--- src/rtl/mw_sub_pkg.sv ---
// Shared definitions for the multi-word serial subtractor: limb width,
// operation state encoding and the limb-counter width helper.
package mw_sub_pkg;

    localparam int LIMB_W = 16;

    typedef enum logic {
        IDLE = 1'b0,
        BUSY = 1'b1
    } state_t;

    // Counter must be able to hold the value MAX_LIMBS itself.
    function automatic int count_width(input int max_limbs);
        return $clog2(max_limbs + 1);
    endfunction

endpackage

--- src/rtl/bla_sub_16bit.sv ---
// Combinational 16-bit borrow-lookahead subtractor: d = a - b - bin.
// Implemented as a two-level lookahead adder on a + ~b + ~bin, where the
// final carry-out is the complement of the borrow-out.
module bla_sub_16bit import mw_sub_pkg::*; (
    input  logic [LIMB_W-1:0] a,
    input  logic [LIMB_W-1:0] b,
    input  logic              bin,
    output logic [LIMB_W-1:0] d,
    output logic              bout
);

    logic [LIMB_W-1:0] g;
    logic [LIMB_W-1:0] p;
    logic [LIMB_W-1:0] ci;
    logic [3:0]        gg;
    logic [3:0]        gp;
    logic [4:0]        gc;
    logic              carry;

    // Bit and 4-bit group generate/propagate, group carries, then per-bit
    // carries derived from each group's carry-in.
    always_comb begin
        g     = a & ~b;
        p     = a ^ ~b;
        gg    = '0;
        gp    = '0;
        gc    = '0;
        ci    = '0;
        carry = ~bin;
        for (int k = 0; k < 4; k++) begin
            gg[k] = g[4*k+3]
                  | (p[4*k+3] & g[4*k+2])
                  | (p[4*k+3] & p[4*k+2] & g[4*k+1])
                  | (p[4*k+3] & p[4*k+2] & p[4*k+1] & g[4*k]);
            gp[k] = &p[4*k +: 4];
        end
        for (int k = 0; k < 4; k++) begin
            gc[k] = carry;
            carry = gg[k] | (gp[k] & carry);
        end
        gc[4] = carry;
        for (int k = 0; k < 4; k++) begin
            ci[4*k]   = gc[k];
            ci[4*k+1] = g[4*k] | (p[4*k] & gc[k]);
            ci[4*k+2] = g[4*k+1] | (p[4*k+1] & g[4*k])
                      | (p[4*k+1] & p[4*k] & gc[k]);
            ci[4*k+3] = g[4*k+2] | (p[4*k+2] & g[4*k+1])
                      | (p[4*k+2] & p[4*k+1] & g[4*k])
                      | (p[4*k+2] & p[4*k+1] & p[4*k] & gc[k]);
        end
        d    = p ^ ci;
        bout = ~gc[4];
    end

endmodule

--- src/rtl/mw_sub_16bit.sv ---
// Multi-word serial subtractor: streams A - B as 16-bit limbs, LS limb
// first, chaining the borrow between beats. One-deep output register with
// valid/ready on both sides. Define MW_SUB_SIGNED_OVF_EN to enable the
// signed-overflow flag on the final limb; otherwise out_ovf is tied low.
module mw_sub_16bit import mw_sub_pkg::*; #(
    parameter int MAX_LIMBS = 8
) (
    input  logic              clk,
    input  logic              rst,
    input  logic              in_valid,
    output logic              in_ready,
    input  logic [LIMB_W-1:0] in_a,
    input  logic [LIMB_W-1:0] in_b,
    input  logic              in_bin,
    input  logic              in_first,
    input  logic              in_last,
    output logic              out_valid,
    input  logic              out_ready,
    output logic [LIMB_W-1:0] out_d,
    output logic              out_bout,
    output logic              out_last,
    output logic              out_zero,
    output logic              out_err,
    output logic              out_ovf
);

    localparam int CW = count_width(MAX_LIMBS);

    state_t            state_q;
    state_t            state_d;
    logic              borrow_q;
    logic              zacc_q;
    logic [CW-1:0]     count_q;
    logic [CW-1:0]     count_next;
    logic              accept;
    logic              first_beat;
    logic              bin_sel;
    logic              frame_err;
    logic              trunc;
    logic              last_beat;
    logic              zacc_next;
    logic [LIMB_W-1:0] diff;
    logic              diff_bout;

    assign in_ready = !out_valid || out_ready;
    assign accept   = in_valid && in_ready;
    assign out_bout = borrow_q;
    assign out_zero = zacc_q;

    bla_sub_16bit u_sub (
        .a    (in_a),
        .b    (in_b),
        .bin  (bin_sel),
        .d    (diff),
        .bout (diff_bout)
    );

    // Classify the presented beat: first/restart, borrow source, framing
    // errors, truncation at MAX_LIMBS and the running zero flag.
    always_comb begin
        first_beat = (state_q == IDLE) || in_first;
        bin_sel    = first_beat ? in_bin : borrow_q;
        frame_err  = (state_q == IDLE) ? !in_first : in_first;
        count_next = first_beat ? CW'(1) : count_q + CW'(1);
        trunc      = (count_next == CW'(MAX_LIMBS)) && !in_last;
        last_beat  = in_last || trunc;
        zacc_next  = (first_beat ? 1'b1 : zacc_q) && (diff == '0);
    end

    // Next state: close the operation on the final beat, open it otherwise.
    always_comb begin
        state_d = state_q;
        if (accept) begin
            state_d = last_beat ? IDLE : BUSY;
        end
    end

    // State register.
    always_ff @(posedge clk) begin
        if (rst) begin
            state_q <= IDLE;
        end else begin
            state_q <= state_d;
        end
    end

    // Operation registers and output register; stall holds everything.
    always_ff @(posedge clk) begin
        if (rst) begin
            out_valid <= 1'b0;
            out_d     <= '0;
            out_last  <= 1'b0;
            out_err   <= 1'b0;
            borrow_q  <= 1'b0;
            zacc_q    <= 1'b0;
            count_q   <= '0;
        end else if (accept) begin
            out_valid <= 1'b1;
            out_d     <= diff;
            out_last  <= last_beat;
            out_err   <= frame_err || trunc;
            borrow_q  <= diff_bout;
            zacc_q    <= zacc_next;
            count_q   <= count_next;
        end else if (out_ready) begin
            out_valid <= 1'b0;
        end
    end

`ifdef MW_SUB_SIGNED_OVF_EN
    logic ovf_next;

    assign ovf_next = last_beat & (in_a[LIMB_W-1] ^ in_b[LIMB_W-1])
                    & (in_a[LIMB_W-1] ^ diff[LIMB_W-1]);

    // Signed overflow flag, registered alongside the result limb.
    always_ff @(posedge clk) begin
        if (rst) begin
            out_ovf <= 1'b0;
        end else if (accept) begin
            out_ovf <= ovf_next;
        end
    end
`else
    assign out_ovf = 1'b0;
`endif

endmodule

--- config.mk ---
export PLATFORM = sky130hd
export DESIGN_NAME = mw_sub_16bit
export DESIGN_NICKNAME = d
export VERILOG_FILES = /design/src/rtl/mw_sub_pkg.sv /design/src/rtl/bla_sub_16bit.sv /design/src/rtl/mw_sub_16bit.sv
export SDC_FILE = /design/constraint.sdc
export NUM_CORES = 1
export LEC_CHECK = 0
export ABC_AREA = 1
export BUFFER_PORTS_ARGS = -buffer_cell sky130_fd_sc_hd__buf_2
export CORE_ASPECT_RATIO = 1.4
export CORE_MARGIN = 2
export CORE_UTILIZATION = 35
export CTS_BUF_LIST = sky130_fd_sc_hd__clkbuf_8
export DETAILED_ROUTE_END_ITERATION = 10
export MAX_ROUTING_LAYER = met4
export PLACE_DENSITY = 0.64
export SYNTH_ARGS = -nofsm -noshare
export SYNTH_HDL_FRONTEND = slang
export SYNTH_HIERARCHICAL = 1
export SYNTH_SLANG_ARGS = --single-unit
--- constraint.sdc ---
create_clock -name clk -period 2.8 [get_ports clk]
set_input_delay 0.14 -clock clk [delete_from_list [all_inputs] [get_ports clk]]
set_output_delay 0.14 -clock clk [all_outputs]
set_load 0.02 [all_outputs]
* Word-level counts from Yosys, hierarchy flattened *
Cells that the tools add are included.

storage, ports and cells
  register bits = 26
  logic and storage cells = 140

cells by class
  add/sub/neg operators = 1
  eq/ne operators = 1
  multiplexer cells = 7
  bitwise logic cells = 107
  reduce and logical (&&, ||, !) cells = 16

operator list
  kind                                          number
  AND 1 bit                                     60
  OR 1 bit                                      40
  bitwise XOR 16 bit                            2
  AND 16 bit                                    1
  zero test 16 bit                              1
  inverter 16 bit                               1
  AND reduction 4 bit                           4
  2-to-1 mux 1 bit                              6
  adder 4 x 1 -> 4 bit (second input constant)  1
  == test 4 bit (second input constant)         1
  logical OR 1 bit                              4
  2-to-1 mux 4 bit                              1
  logical AND 1 bit                             3
  zero test 1 bit                               3
  inverter 1 bit                                3
  nonzero test 2 bit                            1

* Longest topological paths before layout *
  depth after elaboration = 16
  depth in mapped cells = 21

* Modules after synthesis *
Netlist, hierarchy kept.

by module, submodules not included
  module         instances  cells an instance  area an instance (sq um)  sequential area each (sq um)
  mw_sub_16bit   1          143                1092.3                    520.5
  bla_sub_16bit  1          130                820.8                     0.0

* Worst setup path before layout *
No wires, ideal clock.

  path type = register to register
  from = register state_q
  to = register zacc_q, in the netlist out_zero
  arrival time = 2.151 ns
  required time = 2.730 ns
  path slack = 0.579 ns
  cell stages (with the launch flop) = 18
  path buffers = 0
  period minus slack after synthesis = 2.221 ns
  cells stage by stage = dfxtp_1 > ha_1 > inv_1 > nand2_1 > nand2_1 > inv_1 > nand2_1 > nand3_2 > nand2_2 > nand2_4 > nand2_4 > nand2_4 > inv_1 > fa_1 > inv_1 > nor4_1 > nand3_1 > a21oi_1

between the ends
  elaborated cells between the ends (all ways) = 38
  those cells by class = 2 x mux; 33 x bitwise; 3 x reduce/logical

RTL lines
  what                      RTL line             text
  start: declaration        mw_sub_16bit.sv:29   state_t state_q;
  start signal: assignment  mw_sub_16bit.sv:83   state_q <= state_d;
  inverter 1 bit            -
  logical OR 1 bit          mw_sub_16bit.sv:61   first_beat = (state_q == IDLE) || in_first;
  2-to-1 mux 1 bit          mw_sub_16bit.sv:62   bin_sel = first_beat ? in_bin : borrow_q;
  via bin_sel               mw_sub_16bit.sv:37   logic bin_sel;
  inverter 1 bit            bla_sub_16bit.sv:29  carry = ~bin;
  AND 1 bit                 bla_sub_16bit.sv:39  carry = gg[k] | (gp[k] & carry);
  OR 1 bit                  bla_sub_16bit.sv:39
  AND 1 bit                 bla_sub_16bit.sv:39
  OR 1 bit                  bla_sub_16bit.sv:39
  AND 1 bit                 bla_sub_16bit.sv:39
  OR 1 bit                  bla_sub_16bit.sv:39
  bitwise XOR 16 bit        bla_sub_16bit.sv:51  d = p ^ ci;
  via diff[12]              mw_sub_16bit.sv:42   logic [LIMB_W-1:0] diff;
  zero test 16 bit          mw_sub_16bit.sv:67   zacc_next = (first_beat ? 1'b1 : zacc_q) && (diff == '0);
  logical AND 1 bit         mw_sub_16bit.sv:67
  end signal: assignment    mw_sub_16bit.sv:103  zacc_q <= zacc_next;
  end: declaration          mw_sub_16bit.sv:32   logic zacc_q;

The timed path passes the listed nets, and every way through them passes these cells.
A chain may end at the register's enable or synchronous reset.

* Worst setup path in the final report *
Same ends and word-level chain as after synthesis.

==> results.txt <==
After detailed routing, no signal wire sits above met4. The post-route cell area is 2290 um2. The cell count of the worst hold path is 2. The kind of start point of the critical path is a register. The highest fanout seen on the critical path is 7. The floorplan die width came out at 66.5 um. The first global-routing pass estimated 6960 um of wire. The remaining number of nets flagged by the antenna check after routing came out at 0. The buffer and inverter count on the worst path came out at 4. The critical path ends at out_zero$_SDFFE_PP0P_. The first-pass iteration count of the detailed router came out at 6. The post-route worst hold slack came out at 0.100 ns.

The routed wire length per instance is 10.6 um. Compared with the post-synthesis result, the final layout area differs by 19.6%. The clock network latency to the later pin of the worst-skew pair is 0.27 ns. The worst register-to-register path begins at state_q$_SDFFE_PP0P_. The post-synthesis net count came out at 334. The slew at the pin closest to its max-slew limit is 0.631 ns. The layout filler cell count is 579. The internal power consumption came out at 0.000638 W. The signal arrival time at the worst endpoint is 2.65 ns.

The post-synthesis sequential element count is 26. The setup fix buffers added after clock tree synthesis is 0. The register-to-register path setup slack is 0.35 ns. The number of clock sinks seen by CTS came out at 26. The critical-path cell with the highest stage delay is sky130_fd_sc_hd__fa_1. The flow ran to the end, and the final reports show no timing, DRC or antenna violations. In the synthesized netlist, the number of instances is 273. Input and output buffers added on the ports amount to 60.

The worst setup margin came out at 0.349 ns. Of the available clock period, the critical path in the final layout requires 0.875. The number of hold buffers added after CTS was 0. The leakage dissipation came out at 1.28 nW.

The total met2 wirelength after detailed routing came out at 2150 um. The switching power share of the total came out at 0.358. After legalization and detailed placement, the total HPWL measured 3420 um. The netlist area before placement is 1910 um2. After detailed routing, the total wire length is 4160 um. The design draws 0.000994 W. Traced cell by cell, the critical path runs through ha_1 -> inv_1 -> nand2_1 -> nand2_1 -> inv_1 -> nand2_1 -> nand3_2 -> nand2_2 -> nand2_4 -> nand2_4 -> nand2_4 -> inv_1 -> fa_1 -> inv_1 -> nor4_1 -> nand3_1 -> a21oi_1.

After global routing the overflow that remains totals 0. The register share of total power came out at 0.424. The final setup violation count came out at 0. Measured along the y axis, the die boundary spans 91.5 um.

The area of the core came out at 5240 um2. The worst-case clock skew came out at 0.00576 ns. The most numerous cell type found on the critical path is sky130_fd_sc_hd__inv_1. The startpoint of the worst setup timing path is state_q$_SDFFE_PP0P_. The number of max-cap violations is 0. The ratio of routed vias to standard cells came out at 4.56. The floorplan die area came out at 6080 um2. The time the final worst path needs with I/O delays and setup is 2.45 ns. The number of distinct library cells after synthesis is 29.

Counting cells, the worst reg-to-reg path comes to 17. Leaving out fill and tap cells, the most frequent cell in the layout is sky130_fd_sc_hd__buf_2. The endpoint identified for the worst register-to-register timing path is out_zero$_SDFFE_PP0P_. The number of failing hold endpoints at the final stage came to 0.

The via count of the first global-routing pass came to 1709. The delay of the slowest cell on the worst path came out at 0.47 ns. For this run, the register share of the synthesized area comes to 0.272. After the first detailed-routing iteration, the DRC count stood at 57.

Clock tree synthesis selected as its root buffer the cell sky130_fd_sc_hd__clkbuf_8. The longest clock path from root to sink contains 2 buffers. The worst pin sits at a relative slew slack of 0.579. Across all layers, the routed design uses 1795 vias.

In this run, post-CTS repair resized a total of 0 instances. The critical path's top delay family is simple AND/OR/NAND/NOR gates. In this run the number of H-tree levels came out at 1.

The routed length on met1 is 1840 um. In this run, CTS created clock tree buffers numbering 3. The initial antenna violation count is 0. Summed over all nets, the switching power comes to 0.000356 W.

After the last flow step, the layout net total stands at 391. The global placer's final weighted congestion came out at 0.799. The library cells used most frequently in the layout, excluding fill and tap cells, are sky130_fd_sc_hd__buf_2 (60), sky130_fd_sc_hd__inv_1 (59), sky130_fd_sc_hd__nand2_1 (38), sky130_fd_sc_hd__dfxtp_1 (26), sky130_fd_sc_hd__a21oi_1 (25). Setup repair after global routing left no endpoint under its margin. The worst setup slack before clock tree synthesis is 0.360 ns. The all-layer global routing usage is 0.145. The max-slew violation count is 0. The initial utilization of the core area, before any placement, comes to 0.365. Dividing the synthesized area by the synthesized cell count gives 7.01 um2. STA puts the critical path data required time at 3.00 ns. The number of primary I/O pins is 62. Summed over all nets, wire length on met3 after detailed routing comes to 137 um. The area after detailed placement came out at 2250 um2. The critical path is of the register to register type. The number of enable flip-flop cells after synthesis came out at 0. The total power divided by cell area is 434 nW/um2. The fraction of layout cells with a size suffix above 1 came out at 0.247. The combinational share of power came out at 0.366. Clock-pin slew was measured on the worst setup and hold paths at 0.08 ns. The class of the tightest hold or removal check is primary input to register. Setup total negative slack on the finished layout was measured at 0 ns.

The maximum clock frequency is 408 MHz. Row generation in the floorplan step produced 31 rows. TritonCTS built the clock tree. The residual DRC count came out at 0. Of the total power, the clock network draws 0.209. The worst setup path is captured at a register.

The final antenna diode count is 0. The async set-or-reset flop fraction in the synthesized netlist is 0. Among all flip-flop cells after synthesis, the most frequent one is sky130_fd_sc_hd__dfxtp_1. The total of warnings raised by yosys is 6. The total stage count of the critical path is 17. Entering global routing, the biggest net connects 41 pins. The worst-case vdd ir drop came out at 0.186 mV.
synthesized netlist by cell type (2+ instances only):
master                      n  area (um2)
sky130_fd_sc_hd__nand4_1    6        37.5
sky130_fd_sc_hd__fa_1       4        80.1
sky130_fd_sc_hd__ha_1      18         225
sky130_fd_sc_hd__a21oi_2    2        17.5
sky130_fd_sc_hd__xor2_1     3        26.3
sky130_fd_sc_hd__inv_2      3        11.3
sky130_fd_sc_hd__nor2_1    21        78.8
sky130_fd_sc_hd__a31oi_1    2        12.5
sky130_fd_sc_hd__dfxtp_1   26         521
sky130_fd_sc_hd__nor2_2     2        12.5
sky130_fd_sc_hd__o21ai_0    2        10.0
sky130_fd_sc_hd__nor4_1     2        12.5
sky130_fd_sc_hd__inv_1     59         221
sky130_fd_sc_hd__buf_4      2        15.0
sky130_fd_sc_hd__o21ai_1   21         105
sky130_fd_sc_hd__buf_2      3        15.0
sky130_fd_sc_hd__nand2_2    6        37.5
sky130_fd_sc_hd__xnor2_1    6        52.6
sky130_fd_sc_hd__nand2_4    3        33.8
sky130_fd_sc_hd__nand3_1   11        55.1
sky130_fd_sc_hd__a21oi_1   25         125
sky130_fd_sc_hd__clkbuf_1   2        7.51
sky130_fd_sc_hd__nand2_1   38         143
cell families after synthesis:
group,Yosys count,share of synthesized area
AND/OR/NAND/NOR,90,0.220
buffers and inverters,70,0.147
AO/OA/AOI/OAI,55,0.158
flip-flops,26,0.272
adder cells (fa/ha/maj),22,0.160
XOR/XNOR,9,0.0412
other,1,0.00196
per-layer routing:
| metal | up-vias | global-route usage |
|---|---|---|
| li1 | 968 | - |
| met1 | 785 | 0.169 |
| met2 | 38 | 0.263 |
| met3 | 4 | 0.0136 |
| met4 | 0 | 0.0357 |
| met5 | - | - |
sequential cells by signal, summed over array words and instances (netlist names):
signal,cells
out_d,16
count_q,4
out_bout,1
out_err,1
out_last,1
out_valid,1
out_zero,1
state_q,1
power by group through the flow:
stage | sequential, W | combinational (W) | clock, W
detailed placement | 0.000430 | 0.000369 | 0
global route | 0.000426 | 0.000416 | 0.000231
CTS | 0.000422 | 0.000370 | 0.000215
floorplan | 0.000464 | 0.000231 | 0
global placement | 0.000430 | 0.000363 | 0
finish | 0.000422 | 0.000364 | 0.000208
stage by stage:
step | util | std cells
after floorplan | - | 273
after global placement | 0.429 | 391
after detailed placement | 0.429 | 391
after CTS | 0.437 | 394
after global routing | 0.437 | 394
final | 0.437 | 394
worst min path at each step:
stage               start               endpoint  slack (ns)
detailed placement    rst  out_last$_SDFFE_PP0P_        0.39
global route          rst  out_last$_SDFFE_PP0P_         0.1
floorplan             rst  out_last$_SDFFE_PP0P_        0.20
global placement      rst  out_last$_SDFFE_PP0P_        0.40
CTS                   rst  out_last$_SDFFE_PP0P_         0.1
finish                rst  out_last$_SDFFE_PP0P_        0.10
cell type report:
type / count / area (um2) / share of cell area
clock buffer: 3 / 41.3 / 0.0180
inverter: 62 / 233 / 0.102
multi-input combinational: 177 / 1110 / 0.486
sequential: 26 / 520 / 0.227
tap: 66 / 82.6 / 0.0361
timing repair buffer: 60 / 300 / 0.131
No activity file was read; power rests on OpenSTA's default activity.
